===== src/rtl/phase_inc_meter.sv =====
// Phase-increment meter: averages modular deltas of a phase-word stream over a
// power-of-two window and publishes the mean as a frequency word.
module phase_inc_meter #(
  parameter int unsigned PHASE_BITS   = 32,
  parameter int unsigned MAX_WIN_LOG2 = 16,
  parameter int unsigned OUT_BUS_SIZE = 32
) (
  input  logic                               out_clk,
  input  logic                               rst,
  input  logic                               enable,
  input  logic                               sync_i,
  input  logic [PHASE_BITS-1:0]              phase_in,
  input  logic                               phase_valid,
  input  logic [4:0]                         win_log2,
  output logic [OUT_BUS_SIZE-1:0]            inc_out,
  output logic                               inc_valid,
  output logic [PHASE_BITS+MAX_WIN_LOG2-1:0] sum_out,
  output logic                               busy
);

  localparam int unsigned SumW = PHASE_BITS + MAX_WIN_LOG2;
  localparam int unsigned CntW = MAX_WIN_LOG2 + 1;

  typedef enum logic [1:0] {StIdle, StPrime, StAccum} state_e;

  state_e                  state_q, state_d;
  logic [PHASE_BITS-1:0]   prev_q, prev_d;
  logic [CntW-1:0]         cnt_q, cnt_d;
  logic [4:0]              wl_q, wl_d;
  // Delta stage
  logic [PHASE_BITS-1:0]   dlt_q, dlt_d;
  logic                    dlt_vld_q, dlt_vld_d;
  logic                    dlt_last_q, dlt_last_d;
  logic [4:0]              dlt_wl_q, dlt_wl_d;
  logic                    clr_q, clr_d;
  // Sum stage
  logic [SumW-1:0]         sum_q, sum_d;
  logic                    fin_vld_q, fin_vld_d;
  logic [SumW-1:0]         fin_sum_q, fin_sum_d;
  logic [4:0]              fin_wl_q, fin_wl_d;
  // Output stage
  logic [OUT_BUS_SIZE-1:0] inc_out_q, inc_out_d;
  logic [SumW-1:0]         sum_out_q, sum_out_d;
  logic                    inc_valid_q, inc_valid_d;

  logic [4:0]            wl_clamp;
  logic [CntW-1:0]       cnt_inc;
  logic [CntW-1:0]       win_n;
  logic [SumW-1:0]       sum_nxt;
  logic [PHASE_BITS-1:0] avg;

  assign wl_clamp = (win_log2 > 5'(MAX_WIN_LOG2)) ? 5'(MAX_WIN_LOG2) : win_log2;
  assign cnt_inc  = cnt_q + CntW'(1);
  assign win_n    = CntW'(1) << wl_q;

  always_comb begin
    state_d    = state_q;
    prev_d     = prev_q;
    cnt_d      = cnt_q;
    wl_d       = wl_q;
    dlt_d      = dlt_q;
    dlt_vld_d  = 1'b0;
    dlt_last_d = 1'b0;
    dlt_wl_d   = dlt_wl_q;
    clr_d      = 1'b0;
    unique case (state_q)
      StIdle: begin
        cnt_d = '0;
        if (enable) state_d = StPrime;
      end
      StPrime: begin
        if (!enable) begin
          state_d = StIdle;
        end else if (!sync_i && phase_valid) begin
          prev_d  = phase_in;
          wl_d    = wl_clamp;
          cnt_d   = '0;
          state_d = StAccum;
        end
      end
      StAccum: begin
        if (!enable || sync_i) begin
          // Abort: the partial sum is cleared one cycle later in the sum stage.
          state_d = enable ? StPrime : StIdle;
          cnt_d   = '0;
          clr_d   = 1'b1;
        end else if (phase_valid) begin
          dlt_d     = phase_in - prev_q;
          prev_d    = phase_in;
          dlt_vld_d = 1'b1;
          dlt_wl_d  = wl_q;
          if (cnt_inc == win_n) begin
            dlt_last_d = 1'b1;
            cnt_d      = '0;
            wl_d       = wl_clamp;
          end else begin
            cnt_d = cnt_inc;
          end
        end
      end
      default: state_d = StIdle;
    endcase
  end

  always_comb begin
    sum_nxt   = sum_q + SumW'(dlt_q);
    sum_d     = sum_q;
    fin_vld_d = 1'b0;
    fin_sum_d = fin_sum_q;
    fin_wl_d  = fin_wl_q;
    if (clr_q) begin
      sum_d = '0;
    end else if (dlt_vld_q) begin
      if (dlt_last_q) begin
        fin_vld_d = 1'b1;
        fin_sum_d = sum_nxt;
        fin_wl_d  = dlt_wl_q;
        sum_d     = '0;
      end else begin
        sum_d = sum_nxt;
      end
    end
  end

  always_comb begin
    avg         = PHASE_BITS'(fin_sum_q >> fin_wl_q);
    inc_valid_d = fin_vld_q;
    inc_out_d   = inc_out_q;
    sum_out_d   = sum_out_q;
    if (fin_vld_q) begin
      inc_out_d = OUT_BUS_SIZE'(avg);
      sum_out_d = fin_sum_q;
    end
  end

  always_ff @(posedge out_clk or posedge rst) begin
    if (rst) begin
      state_q     <= StIdle;
      prev_q      <= '0;
      cnt_q       <= '0;
      wl_q        <= '0;
      dlt_q       <= '0;
      dlt_vld_q   <= 1'b0;
      dlt_last_q  <= 1'b0;
      dlt_wl_q    <= '0;
      clr_q       <= 1'b0;
      sum_q       <= '0;
      fin_vld_q   <= 1'b0;
      fin_sum_q   <= '0;
      fin_wl_q    <= '0;
      inc_out_q   <= '0;
      sum_out_q   <= '0;
      inc_valid_q <= 1'b0;
    end else begin
      state_q     <= state_d;
      prev_q      <= prev_d;
      cnt_q       <= cnt_d;
      wl_q        <= wl_d;
      dlt_q       <= dlt_d;
      dlt_vld_q   <= dlt_vld_d;
      dlt_last_q  <= dlt_last_d;
      dlt_wl_q    <= dlt_wl_d;
      clr_q       <= clr_d;
      sum_q       <= sum_d;
      fin_vld_q   <= fin_vld_d;
      fin_sum_q   <= fin_sum_d;
      fin_wl_q    <= fin_wl_d;
      inc_out_q   <= inc_out_d;
      sum_out_q   <= sum_out_d;
      inc_valid_q <= inc_valid_d;
    end
  end

  assign inc_out   = inc_out_q;
  assign sum_out   = sum_out_q;
  assign inc_valid = inc_valid_q;
  assign busy      = (state_q != StIdle);

endmodule


===== config.mk =====
export PLATFORM = sky130hd
export DESIGN_NAME = phase_inc_meter
export DESIGN_NICKNAME = d
export VERILOG_FILES = /design/src/rtl/phase_inc_meter.sv
export SDC_FILE = /design/constraint.sdc
export NUM_CORES = 1
export LEC_CHECK = 0
export CORE_ASPECT_RATIO = 1.5
export CORE_MARGIN = 2
export CORE_UTILIZATION = 55
export DETAILED_ROUTE_END_ITERATION = 10
export GPL_TIMING_DRIVEN = 0
export PLACE_DENSITY = 0.76
export RECOVER_POWER = 50
export SLEW_MARGIN = 20
export SYNTH_ARGS = -nofsm -noshare
export SYNTH_HDL_FRONTEND = slang
export SYNTH_SLANG_ARGS = --single-unit

===== constraint.sdc =====
create_clock -name out_clk -period 10.2 [get_ports out_clk]
set_input_delay 1.53 -clock out_clk [delete_from_list [all_inputs] [get_ports out_clk]]
set_output_delay 1.53 -clock out_clk [all_outputs]
set_load 0.05 [all_outputs]

* After elaboration in Yosys (flattened, before gate mapping)
Cells that the tools add are included.
Cells by class: add/subtract/negate cells 3, magnitude comparators 1, equal/unequal tests 12, shift operators 2, multiplexer cells 39, bitwise gates (word level) 2, reduce and logical (&&, ||, !) cells 15
Operators by type and width (count):
- 48-bit 2-to-1 mux | 3
- 32-bit 2-to-1 mux | 4
- 17-bit 2-to-1 mux | 5
- 32-bit case mux with 2 select lines | 1
- 17-bit case mux with 3 select lines | 1
- 48-bit by 32-bit adder with 48-bit output | 1
- 48-bit by 5-bit >> shifter with 32-bit output | 1
- 32-bit subtractor | 1
- 5-bit 2-to-1 mux | 6
- 17-bit by 1-bit adder with 17-bit output (second input constant) | 1
- 17-bit equality test | 1
- 1-bit by 5-bit left shift with 17-bit output (first input constant) | 1
- 2-bit != test (second input constant) | 7
- 1-bit 2-to-1 mux | 13
- 5-bit case mux with 2 select lines | 1
- 3-bit AND reduction | 3
- 2-bit 2-to-1 mux | 4
- 3-bit != test (second input constant) | 2
- 2-bit case mux with 3 select lines | 1
- 6-bit AND reduction | 1
- 2-bit nonzero test | 3
- 5-bit greater-than comparator (second input constant) | 1
- 5-bit AND reduction | 1
- 4-bit AND reduction | 1
- other kinds (8) | 10
Word-level totals: register bits 279, input port bits 42, output and inout bits 82, word-level logic and storage cells 90

* Logic depth before layout (Yosys ltp)
Gate-level depths: netlist of the first run.
depth in word-level cells 6, gate-level depth with buffers 13, depth with buffers taken out 12

* Worst setup path after synthesis of the first run
No wires, ideal clock.
path kind input to register, start input phase_in[9], end register dlt_q[28], setup time 110 ps, arrival time 4002 ps, required time 10090 ps, slack 6088 ps, stages on the path 11, buffers on the path 1, cells stage by stage ha_1 -> clkbuf_1 -> a211o_1 -> a21oi_1 -> a31o_2 -> o21ai_1 -> a21o_1 -> a221o_1 -> a21bo_2 -> mux2_1 -> o41ai_1
On the way: cells in the longest elaborated chain, start to end 1
Ends and longest elaborated chain:
- start, declared | RTL line 12 | input logic [PHASE_BITS-1:0] phase_in,
- 32-bit subtractor | RTL line 88 | dlt_d = phase_in - prev_q;
- end signal, assigned | RTL line 159 | dlt_q <= dlt_d;
- end, declared | RTL line 31 | logic [PHASE_BITS-1:0] dlt_q, dlt_d;
Every way passes these cells. A chain may end at the register's enable or synchronous reset.

==> key figures, run 1 <==
Global route
  – Largest net degree at the start of global routing: ~110
  – Vias in the first global route: 14,823
  – First-pass GRT wire length: 81,700 um
  – Total GRT Usage: 0.324
  – Total grt overflow: 0
  – Initial antenna violation count: 0

Placed design
  – Buffers on Ports: 123
  – GP Congestion: 1.02
  – Placed insts: 2,426
  – Worst slack, placed: 4.86 ns
  – Placed Area: 0.0190 mm2
  – Dpl hpwl: slightly above 40,000 um

Power
  – Leak: 8.69 nW
  – Worst VDD drop: around 0.14 mV
  – Power Density: 151 mW/mm2

STA
  – F_max: 0.164 GHz
  – Final critical-path setup slack: 4.10 ns
  – Slew of the pin with the lowest slew margin: ~3.8 ns
  – Crit share post-route: 0.598
  – Skew final: approximately 0.013 ns
  – RSZ-0062 raised after global routing: false
  – Slew Limit Fails: 75
  – Hold Fails Final Rpt: 0
  – Final min period: 6.10 ns
  – Final setup fails: 0
  – Slew Limit Headroom: -1.56

Worst setup path
  – CP Buf/Inv Count: 5
  – CP max FO: between 100 and 150
  – Largest stage delay, worst path: 2.74 ns
  – Critical-path cell list: dlygate4sd3_1 -> inv_8 -> buf_16 -> buf_16 -> clkbuf_1
  – Crit path launch type: primary input
  – Cell family contributing the most delay on the critical path: buffers and inverters
  – Critical Path Most Common Cell: buf_16
  – Slowest CP cell: clkbuf_1
  – CP endpoint kind: async pin
  – Required time of the critical path: 10.00 ns
  – Worst Path Arrival: 5.90 ns
  – Crit path kind: primary input to async pin

Flow run
  – Maxcap violations: 1

Final layout
  – Share of post-route cells with drive strength above 1: 0.0883
  – Most frequent cells in the layout: nand2_1, dfrtp_1, o21ai_0
  – Leading cell type in the layout, fill and taps excluded: nand2_1
  – Post-layout instance area: 0.0199 mm2
  – Final-layout fill cell count: 2,657
  – Fin cells: 2,478
  – Area growth, synth to finish: 16.1%
  – N_diodes: 0
  – Final #Nets: 2,160

CTS
  – H-Tree Depth: 1
  – CTS max path bufs: 3
  – Worst-path clk slew: 0.06 ns
  – Worst-Skew Late Latency: 0.59 ns
  – Postcts setup bufs: 0
  – Num CTS Buffers: 29
  – # clock sinks: 279
  – CTS-repair resized insts: 0
  – TritonCTS clock tree: built
  – Clock root cell: clkbuf_16
  – # hold bufs at CTS: 0

Routing
  – DRT antenna net count: 0
  – # DRC: 0
  – WL final: 51,600 um
  – Via Count: 14,802
  – DR vias/cell: 5.97
  – Routed wire per std cell: 20.8 um
  – DRT Pass-1 Iters: 5
  – DR iter-0 viols: around 800

Yosys
  – Syn nets: 2,002
  – Post-Synthesis Cells: 1,894
  – EDFF count, synth: 0
  – Synthesized flop and latch total: 279
  – Post-synth cell types: 82
  – Sequential-to-total area share from yosys stat: 0.408
  – Async set-reset flop share out of synthesis: 1.00
  – Warnings from Yosys: 0
  – Synthesized cell area: 0.0171 mm2
  – Ys flop type: dfrtp_1
  – Synthesized area per cell: 9.03 um2

Status
  – Failing checks: max-capacitance violations, max-slew violations
  – Status: finished, violations left

Floorplan
  – Die span in x: 148 um
  – Starting Density: 0.555
  – Placement row count: just under 80
  – Die Span Y: 220 um
  – Core area: just over 0.03 mm2
  – # IOs: ~120
  – Die area: 0.0326 mm2

Worst hold path
  – Worst Hold Class: flop to flop
==> kinds of logic (layout without fill, tap and decap cells) <==
family,after synthesis,in the layout,synth area share
AOI/OAI and AO/OA,499,499,0.176
xor gates and xnor gates,86,86,0.0440
adders and majority gates,66,66,0.0491
buffers and inverters,181,360,0.0403
DFF,279,279,0.408
muxes,160,160,0.118
and+or+nand+nor,623,623,0.164
==> power by group <==
group | internal (mW) | switching, mW
Sequential | 1.18 | 0.0426
Combinational | 0.267 | 0.433
Clock | 0.602 | 0.470
Total | 2.05 | 0.945
==> cell usage after synthesis (all sizes together), types with 6 or more instances <==
library cell / count / share of area
a211oi: 9 / 0.0039
a21o: 26 / 0.011
a21oi: 104 / 0.030
a22o: 7 / 0.0036
a31oi: 14 / 0.0051
and2: 8 / 0.0029
and3: 14 / 0.0051
buf: 12 / 0.0032
clkbuf: 95 / 0.021
dfrtp: 279 / 0.41
ha: 64 / 0.047
inv: 74 / 0.016
mux2: 84 / 0.056
mux2i: 53 / 0.031
mux4: 23 / 0.030
nand2: 332 / 0.073
nand2b: 19 / 0.0069
nand3: 40 / 0.012
nand4: 16 / 0.0062
nor2: 103 / 0.023
nor2b: 17 / 0.0062
nor3: 25 / 0.0073
nor3b: 8 / 0.0035
nor4: 9 / 0.0042
o211ai: 11 / 0.0048
o21a: 16 / 0.0070
o21ai: 232 / 0.068
o21bai: 9 / 0.0039
o22ai: 6 / 0.0022
o311ai: 6 / 0.0031
o31ai: 8 / 0.0035
or2: 7 / 0.0026
or3: 10 / 0.0039
xnor2: 51 / 0.026
xor2: 35 / 0.018
==> routing by layer <==
layer / track usage / share of wire / vias up
li1: - / - / 7023
met1: 0.344 / 0.36 / 7163
met2: 0.603 / 0.53 / 469
met3: 0.0319 / 0.040 / 147
met4: 0.212 / 0.074 / 0
met5: 0 / 0 / -
==> final timing paths <==
kind                              from    endpoint  slack (ns)  cells past startpoint
max reg2reg                fin_wl_q[0]  inc_out[3]        6.11                     11
min in group asynchronous          rst   prev_q[2]        1.58                      3
min                          fin_vld_q   inc_valid        0.37                      0
min reg2reg                  fin_vld_q   inc_valid        0.37                      0
max                                rst  inc_out[4]        4.10                      5
max in group out_clk       phase_in[9]   dlt_q[25]        5.30                     12
==> sequential cells by signal, summed over array words and instances (netlist names) <==
name / cells
dlt_vld_q: 1
cnt_q: 17
dlt_wl_q: 5
fin_sum_q: 48
state_q: 2
clr_q: 1
fin_wl_q: 5
sum_q: 48
wl_q: 5
dlt_q: 32
inc_out: 32
prev_q: 32
sum_out: 48
fin_vld_q: 1
dlt_last_q: 1
inc_valid: 1
==> through the flow <==
| step | power (mW) | setup TNS (ns) | hold slack (ns) | util |
|---|---|---|---|---|
| finish | 2.99 | 0 | 0.367 | 0.644 |
| global route | 3.14 | 0 | 0.383 | 0.644 |
| CTS | 3.00 | 0 | 0.373 | 0.645 |
| detailed placement | 1.93 | 0 | 0.364 | 0.614 |
| global placement | 1.91 | -608.09 | 0.358 | 0.611 |
| floorplan | 1.73 | 0 | 0.352 | - |
==> cell type report <==
class	count	area, um2	area share
Multi-Input combinational cell	1434	9440	0.475
Tap cell	405	507	0.0255
Clock inverter	14	159	0.00800
Inverter	74	285	0.0144
Clock buffer	38	790	0.0397
Sequential cell	279	6980	0.351
Buffer	107	412	0.0207
Timing Repair Buffer	127	1290	0.0651
==> worst reg2reg max path, cell delays in order, from the launching register on <==
cell	delay, ns
dfrtp_1	0.32
clkbuf_1	0.34
clkbuf_1	0.75
inv_1	0.19
clkbuf_1	0.31
clkbuf_1	0.30
o21ai_0	0.53
nor2_1	0.10
a311oi_1	0.56
a21oi_1	0.09
o21ai_0	0.35
a21oi_1	0.11
Note: power is estimated with default switching activity, not from simulation.
==> run 2: changes to the inputs <==
==> constraint.sdc (replaced) <==
create_clock -name out_clk -period 5.93 [get_ports out_clk]
set_input_delay 0.8895 -clock out_clk [delete_from_list [all_inputs] [get_ports out_clk]]
set_output_delay 0.8895 -clock out_clk [all_outputs]
set_load 0.05 [all_outputs]
==> key figures, run 2 (synthesized netlist as in run 1, its figures left out) <==
Global route
  – First-pass GRT wire length: 79,800 um (was 81,700 um)
  – Global routing met3 resource utilization: 0.0304 (was 0.0319)
  – Met2 Use GR: 0.591 (was 0.603)
  – Largest net degree at the start of global routing: 37 (was 105)
  – Most Used Layer, Global Route: met2 (unchanged)
  – Initial antenna violation count: 0 (unchanged)
  – Total GRT Usage: 0.314 (was 0.324)
  – Met1 Use GR: 0.333 (was 0.344)
  – Total grt overflow: 0 (unchanged)
  – Vias in the first global route: 14,866 (was 14,823)

Final layout
  – Final Util: 0.645 (was 0.644)
  – Post-layout instance area: 0.0199 mm2 (about the same)
  – N_diodes: 0 (unchanged)
  – Leading cell type in the layout, fill and taps excluded: nand2_1 (unchanged)
  – Final-layout fill cell count: 2,659 (was 2,657)
  – Most frequent cells in the layout: nand2_1, dfrtp_1, o21ai_0 (unchanged)
  – Final #Nets: 2,164 (was 2,160)
  – Area growth, synth to finish: 16.2% (was 16.1%)
  – Share of post-route cells with drive strength above 1: 0.0888 (was 0.0883)

CTS
  – Clock root cell: clkbuf_16 (unchanged)
  – Num CTS Buffers: 27 (was 29)
  – CTS-repair resized insts: 0 (unchanged)
  – CTS max path bufs: 3 (unchanged)
  – H-Tree Depth: 1 (unchanged)
  – # clock sinks: 279 (unchanged)
  – Worst-path clk slew: 0.07 ns (was 0.06 ns)
  – # hold bufs at CTS: 0 (unchanged)
  – Worst-Skew Late Latency: 0.57 ns (was 0.59 ns)
  – TritonCTS clock tree: built (unchanged)
  – Postcts setup bufs: 0 (unchanged)

Status
  – Failing checks: max-capacitance violations, max-slew violations (unchanged)
  – Status: finished, violations left (unchanged)

Placed design
  – Placed Area: 0.0191 mm2 (was 0.0190 mm2)
  – Dpl hpwl: 40,100 um (was 40,500 um)
  – GP Congestion: 1.03 (was 1.02)
  – Buffers on Ports: 123 (unchanged)

Power
  – Logic pwr share: 0.233 (was 0.234)
  – Reg power frac: 0.410 (was 0.408)
  – Worst VDD drop: 0.223 mV (was 0.144 mV)
  – Int Pwr: 3.57 mW (was 2.05 mW)
  – Switching share of power: 0.303 (was 0.316)
  – Power Density: 257 mW/mm2 (was 151 mW/mm2)
  – Switching pwr: 1.55 mW (was 0.945 mW)
  – Clk pwr share: 0.357 (was 0.358)
  – Leak: 8.69 nW (about the same)

STA
  – Final setup fails: 0 (unchanged)
  – Slew Limit Fails: 61 (was 75)
  – Crit share post-route: 0.746
  – Hold_ws: 0.386 ns (was 0.367 ns)
  – Slew of the pin with the lowest slew margin: 1.85 ns (was 3.85 ns)
  – Skew final: 0.0188 ns (was 0.0134 ns)
  – Slew Limit Headroom: -0.235 (was -1.56)
  – F_max: 0.226 GHz
  – Hold Fails Final Rpt: 0 (unchanged)
  – RSZ-0062 raised after global routing: false (unchanged)
  – Final min period: 4.42 ns

Worst setup path
  – CP endpoint kind: async pin (unchanged)
  – Crit path kind: primary input to async pin (unchanged)
  – Worst Path Arrival: 4.99 ns (was 5.90 ns)
  – Required time of the critical path: 6.50 ns (was 10.00 ns)
  – Crit path launch type: primary input (unchanged)
  – CP max FO: 36 (was 104)

Routing
  – DRT antenna net count: 0 (unchanged)
  – # DRC: 0 (unchanged)
  – DR vias/cell: 5.97 (about the same)
  – DRT Pass-1 Iters: 4 (was 5)
  – Routed wire per std cell: 20.4 um (was 20.8 um)
  – Via Count: 14,799 (was 14,802)
  – WL final: 50,500 um (was 51,600 um)
  – DR iter-0 viols: 685 (was 811)

Worst hold path
  – Worst Hold Class: flop to flop (unchanged)

Floorplan
  – Die area: 0.0326 mm2 (unchanged)
  – Die Span Y: 220 um (unchanged)
  – Placement row count: 79 (unchanged)
  – # IOs: 124 (unchanged)
  – Die span in x: 148 um (unchanged)
  – Starting Density: 0.555 (unchanged)
  – Core area: 0.0308 mm2 (unchanged)

Flow run
  – Maxcap violations: 2 (was 1)
run 2: cell types whose count changed in the layout (fill, tap and decap cells not counted), moves of 2 or more:
| cell | before | now |
|---|---|---|
| buf_16 | 2 | 0 |
| clkbuf_16 | 29 | 27 |
| clkinv_4 | 3 | 0 |
| buf_12 | 0 | 4 |
| bufinv_16 | 2 | 5 |
run 2: final timing paths:
kind / endpoint / startpoint / cells past startpoint / slack (ns)
max: sum_out[25] / rst / 6 / 1.51
min: inc_valid / fin_vld_q / 0 / 0.39
max reg2reg: inc_out[3] / fin_wl_q[0] / 11 / 1.62
min reg2reg: inc_valid / fin_vld_q / 0 / 0.39
max in group out_clk: inc_out[3] / fin_wl_q[0] / 11 / 1.62
min in group asynchronous: prev_q[0] / rst / 2 / 0.72
run 2: cell type report:
class	count	area (um2)	share of cell area
multi-input cells	1434	9440	0.475
flip-flops and latches	279	6980	0.351
repair buffers	133	1340	0.0675
clock buffers	33	718	0.0361
well taps	405	507	0.0255
plain buffers	107	412	0.0207
inverters	74	279	0.0140
clock inverters	13	205	0.0103
run 2: worst max-delay path, stage by stage:
cell	delay, ns
dlygate4sd3_1	0.54
clkinvlp_2	0.24
clkbuf_1	1.00
clkbuf_1	1.25
buf_12	0.31
clkbuf_2	0.71
run 2: power by group through the flow:
stage                     Sequential [mW]  Clock, mW  Combinational (mW)
final                                2.10       1.83                1.19
after global routing                 2.11       1.93                1.32
after CTS                            2.10       1.85                1.19
after detailed placement             2.13          0                1.18
after global placement               2.13          0                1.14
after floorplan                      2.11          0               0.868
run 2: layer usage:
| layer | wire, um | share of wire |
|---|---|---|
| met3 | 2110 | 0.042 |
| met1 | 18000 | 0.36 |
| met2 | 26800 | 0.53 |
| met4 | 3570 | 0.071 |
| met5 | 0 | 0 |
run 2: stage by stage:
stage	power (mW)	std cells	setup TNS, ns	setup slack [ns]
2_1_floorplan	2.98	1894	0	1.35
3_3_place_gp	3.27	2422	-129.04	-0.490
3_5_place_dp	3.31	2432	0	1.23
4_1_cts	5.14	2478	0	1.79
5_1_grt	5.36	2478	0	0.830
6_report	5.12	2478	0	1.51
==> run 3: changes to the inputs <==
==> constraint.sdc (replaced) <==
create_clock -name out_clk -period 4.5 [get_ports out_clk]
set_input_delay 0.675 -clock out_clk [delete_from_list [all_inputs] [get_ports out_clk]]
set_output_delay 0.675 -clock out_clk [all_outputs]
set_load 0.05 [all_outputs]
==> key figures, run 3 (synthesized netlist as in run 1, its figures left out) <==
Global route
  – Vias in the first global route: 14,866 (unchanged)
  – Initial antenna violation count: 0 (unchanged)
  – Total GRT Usage: 0.314 (unchanged)
  – Total grt overflow: 0 (unchanged)
  – First-pass GRT wire length: 79,800 um (unchanged)
  – Largest net degree at the start of global routing: 37 (unchanged)

CTS
  – Worst-path clk slew: 0.07 ns (about the same)
  – CTS-repair resized insts: 0 (unchanged)
  – CTS max path bufs: 3 (unchanged)
  – H-Tree Depth: 1 (unchanged)
  – Worst-Skew Late Latency: 0.57 ns (about the same)
  – Postcts setup bufs: 0 (unchanged)
  – TritonCTS clock tree: built (unchanged)
  – Num CTS Buffers: 27 (unchanged)
  – # clock sinks: 279 (unchanged)
  – # hold bufs at CTS: 0 (unchanged)
  – Clock root cell: clkbuf_16 (unchanged)

STA
  – RSZ-0062 raised after global routing: false (unchanged)
  – Final setup fails: 0 (unchanged)
  – Slew Limit Headroom: -0.229 (was -0.235)
  – Hold Fails Final Rpt: 0 (unchanged)
  – Hold_ws: 0.386 ns (about the same)
  – Crit share post-route: 0.980
  – Slew of the pin with the lowest slew margin: 1.84 ns (was 1.85 ns)
  – Slew Limit Fails: 61 (unchanged)
  – Final min period: roughly 4.4 ns
  – Final critical-path setup slack: 0.0910 ns (was 1.51 ns)
  – Skew final: 0.0159 ns (was 0.0188 ns)
  – F_max: 0.227 GHz

Final layout
  – Leading cell type in the layout, fill and taps excluded: nand2_1 (unchanged)
  – Most frequent cells in the layout: nand2_1, dfrtp_1, o21ai_0 (unchanged)
  – Fin cells: 2,478 (unchanged)
  – Post-layout instance area: 0.0198 mm2 (was 0.0199 mm2)
  – N_diodes: 0 (unchanged)
  – Area growth, synth to finish: 16.0% (was 16.2%)
  – Final #Nets: 2,164 (unchanged)
  – Share of post-route cells with drive strength above 1: 0.0883 (was 0.0888)

Floorplan
  – Die Span Y: 220 um (unchanged)
  – Starting Density: 0.555 (unchanged)
  – Die span in x: 148 um (unchanged)
  – Placement row count: 79 (unchanged)
  – Core area: 0.0308 mm2 (unchanged)
  – # IOs: 124 (unchanged)
  – Die area: 0.0326 mm2 (unchanged)

Status
  – Status: finished, violations left (unchanged)
  – Failing checks: max-capacitance violations, max-slew violations (unchanged)

Placed design
  – Dpl hpwl: 40,100 um (unchanged)
  – Placed Area: 0.0191 mm2 (unchanged)
  – Buffers on Ports: 123 (unchanged)
  – Worst slack, placed: 0.0139 ns (was 1.23 ns)
  – Placed insts: 2,432 (unchanged)
  – GP Congestion: 1.03 (unchanged)

Routing
  – Via Count: 14,772 (was 14,799)
  – Routed wire per std cell: 20.4 um (about the same)
  – # DRC: 0 (unchanged)
  – DR vias/cell: 5.96 (was 5.97)
  – WL final: 50,500 um (about the same)
  – DRT antenna net count: 0 (unchanged)
  – DR iter-0 viols: 745 (was 685)
  – DRT Pass-1 Iters: 7 (was 4)

Worst setup path
  – Reg2reg setup slack: 0.09 ns (was 1.62 ns)
  – Required time of the critical path: 4.92 ns (was 6.50 ns)
  – Critical Path End: inc_out[3] (was sum_out[25])
  – Worst Path Arrival: 4.83 ns (was 4.99 ns)
  – Crit path launch type: flop (was primary input)
  – Critical path startpoint: fin_wl_q[0] (was rst)
  – Reg-to-reg endpoint: inc_out[3] (unchanged)
  – Reg2Reg Depth: 11 (unchanged)
  – Crit path kind: flop to flop (was primary input to async pin)
  – CP endpoint kind: flop (was async pin)
  – CP max FO: 10 (was 36)
  – Worst reg2reg path startpoint: fin_wl_q[0] (unchanged)

Power
  – Leak: 8.68 nW (was 8.69 nW)
  – Total Power: 6.74 mW (was 5.12 mW)
  – Worst VDD drop: 0.294 mV (was 0.223 mV)
  – Power Density: 339 mW/mm2 (was 257 mW/mm2)

Worst hold path
  – Worst Hold Class: flop to flop (unchanged)

Flow run
  – Maxcap violations: 2 (unchanged)
-- run 3: worst min-delay path by stage --
stage / start / to / slack, ns / cells after the start
after floorplan: fin_vld_q / inc_valid / 0.35 / 0
after global routing: fin_vld_q / inc_valid / 0.40 / 0
after global placement: fin_vld_q / inc_valid / 0.36 / 0
after CTS: rst / prev_q[0] / 0.38 / 2
final: fin_vld_q / inc_valid / 0.39 / 0
after detailed placement: fin_vld_q / inc_valid / 0.37 / 0
-- run 3: worst max-delay path, stage by stage (launching register included) --
cell      delay, ns
dfrtp_1        0.33
clkbuf_1       0.39
clkbuf_1       0.74
inv_1          0.17
clkbuf_1       0.31
clkbuf_1       0.31
o21ai_0        0.57
nor2_1         0.08
a311oi_1       0.79
a21oi_1        0.11
o21ai_0        0.33
a21oi_1        0.12
-- run 3: final cells by class --
type	instances	area, um2
fill	2665	11000
multi-input combinational	1434	9440
sequential	279	6980
buffer	107	412
clock inverter	13	205
clock buffer	33	718
inverter	74	279
tap	405	507
timing repair buffer	133	1310
-- run 3: where the power goes --
| group | internal [mW] | switching [mW] |
|---|---|---|
| logic | 0.605 | 0.963 |
| clock network | 1.42 | 0.988 |
| registers | 2.67 | 0.0904 |
-- run 3: through the flow --
stage	utilization	TNS, ns
floorplan	-	0
global placement	0.611	-468.16
detailed placement	0.618	0
CTS	0.648	0
global route	0.644	0
finish	0.644	0
-- run 3: metal layers --
| layer | routed length [um] | part of all wire | track usage |
|---|---|---|---|
| met5 | 0 | 0 | 0 |
| met2 | 26900 | 0.53 | 0.591 |
| met4 | 3500 | 0.069 | 0.197 |
| met3 | 1980 | 0.039 | 0.0304 |
| met1 | 18100 | 0.36 | 0.333 |
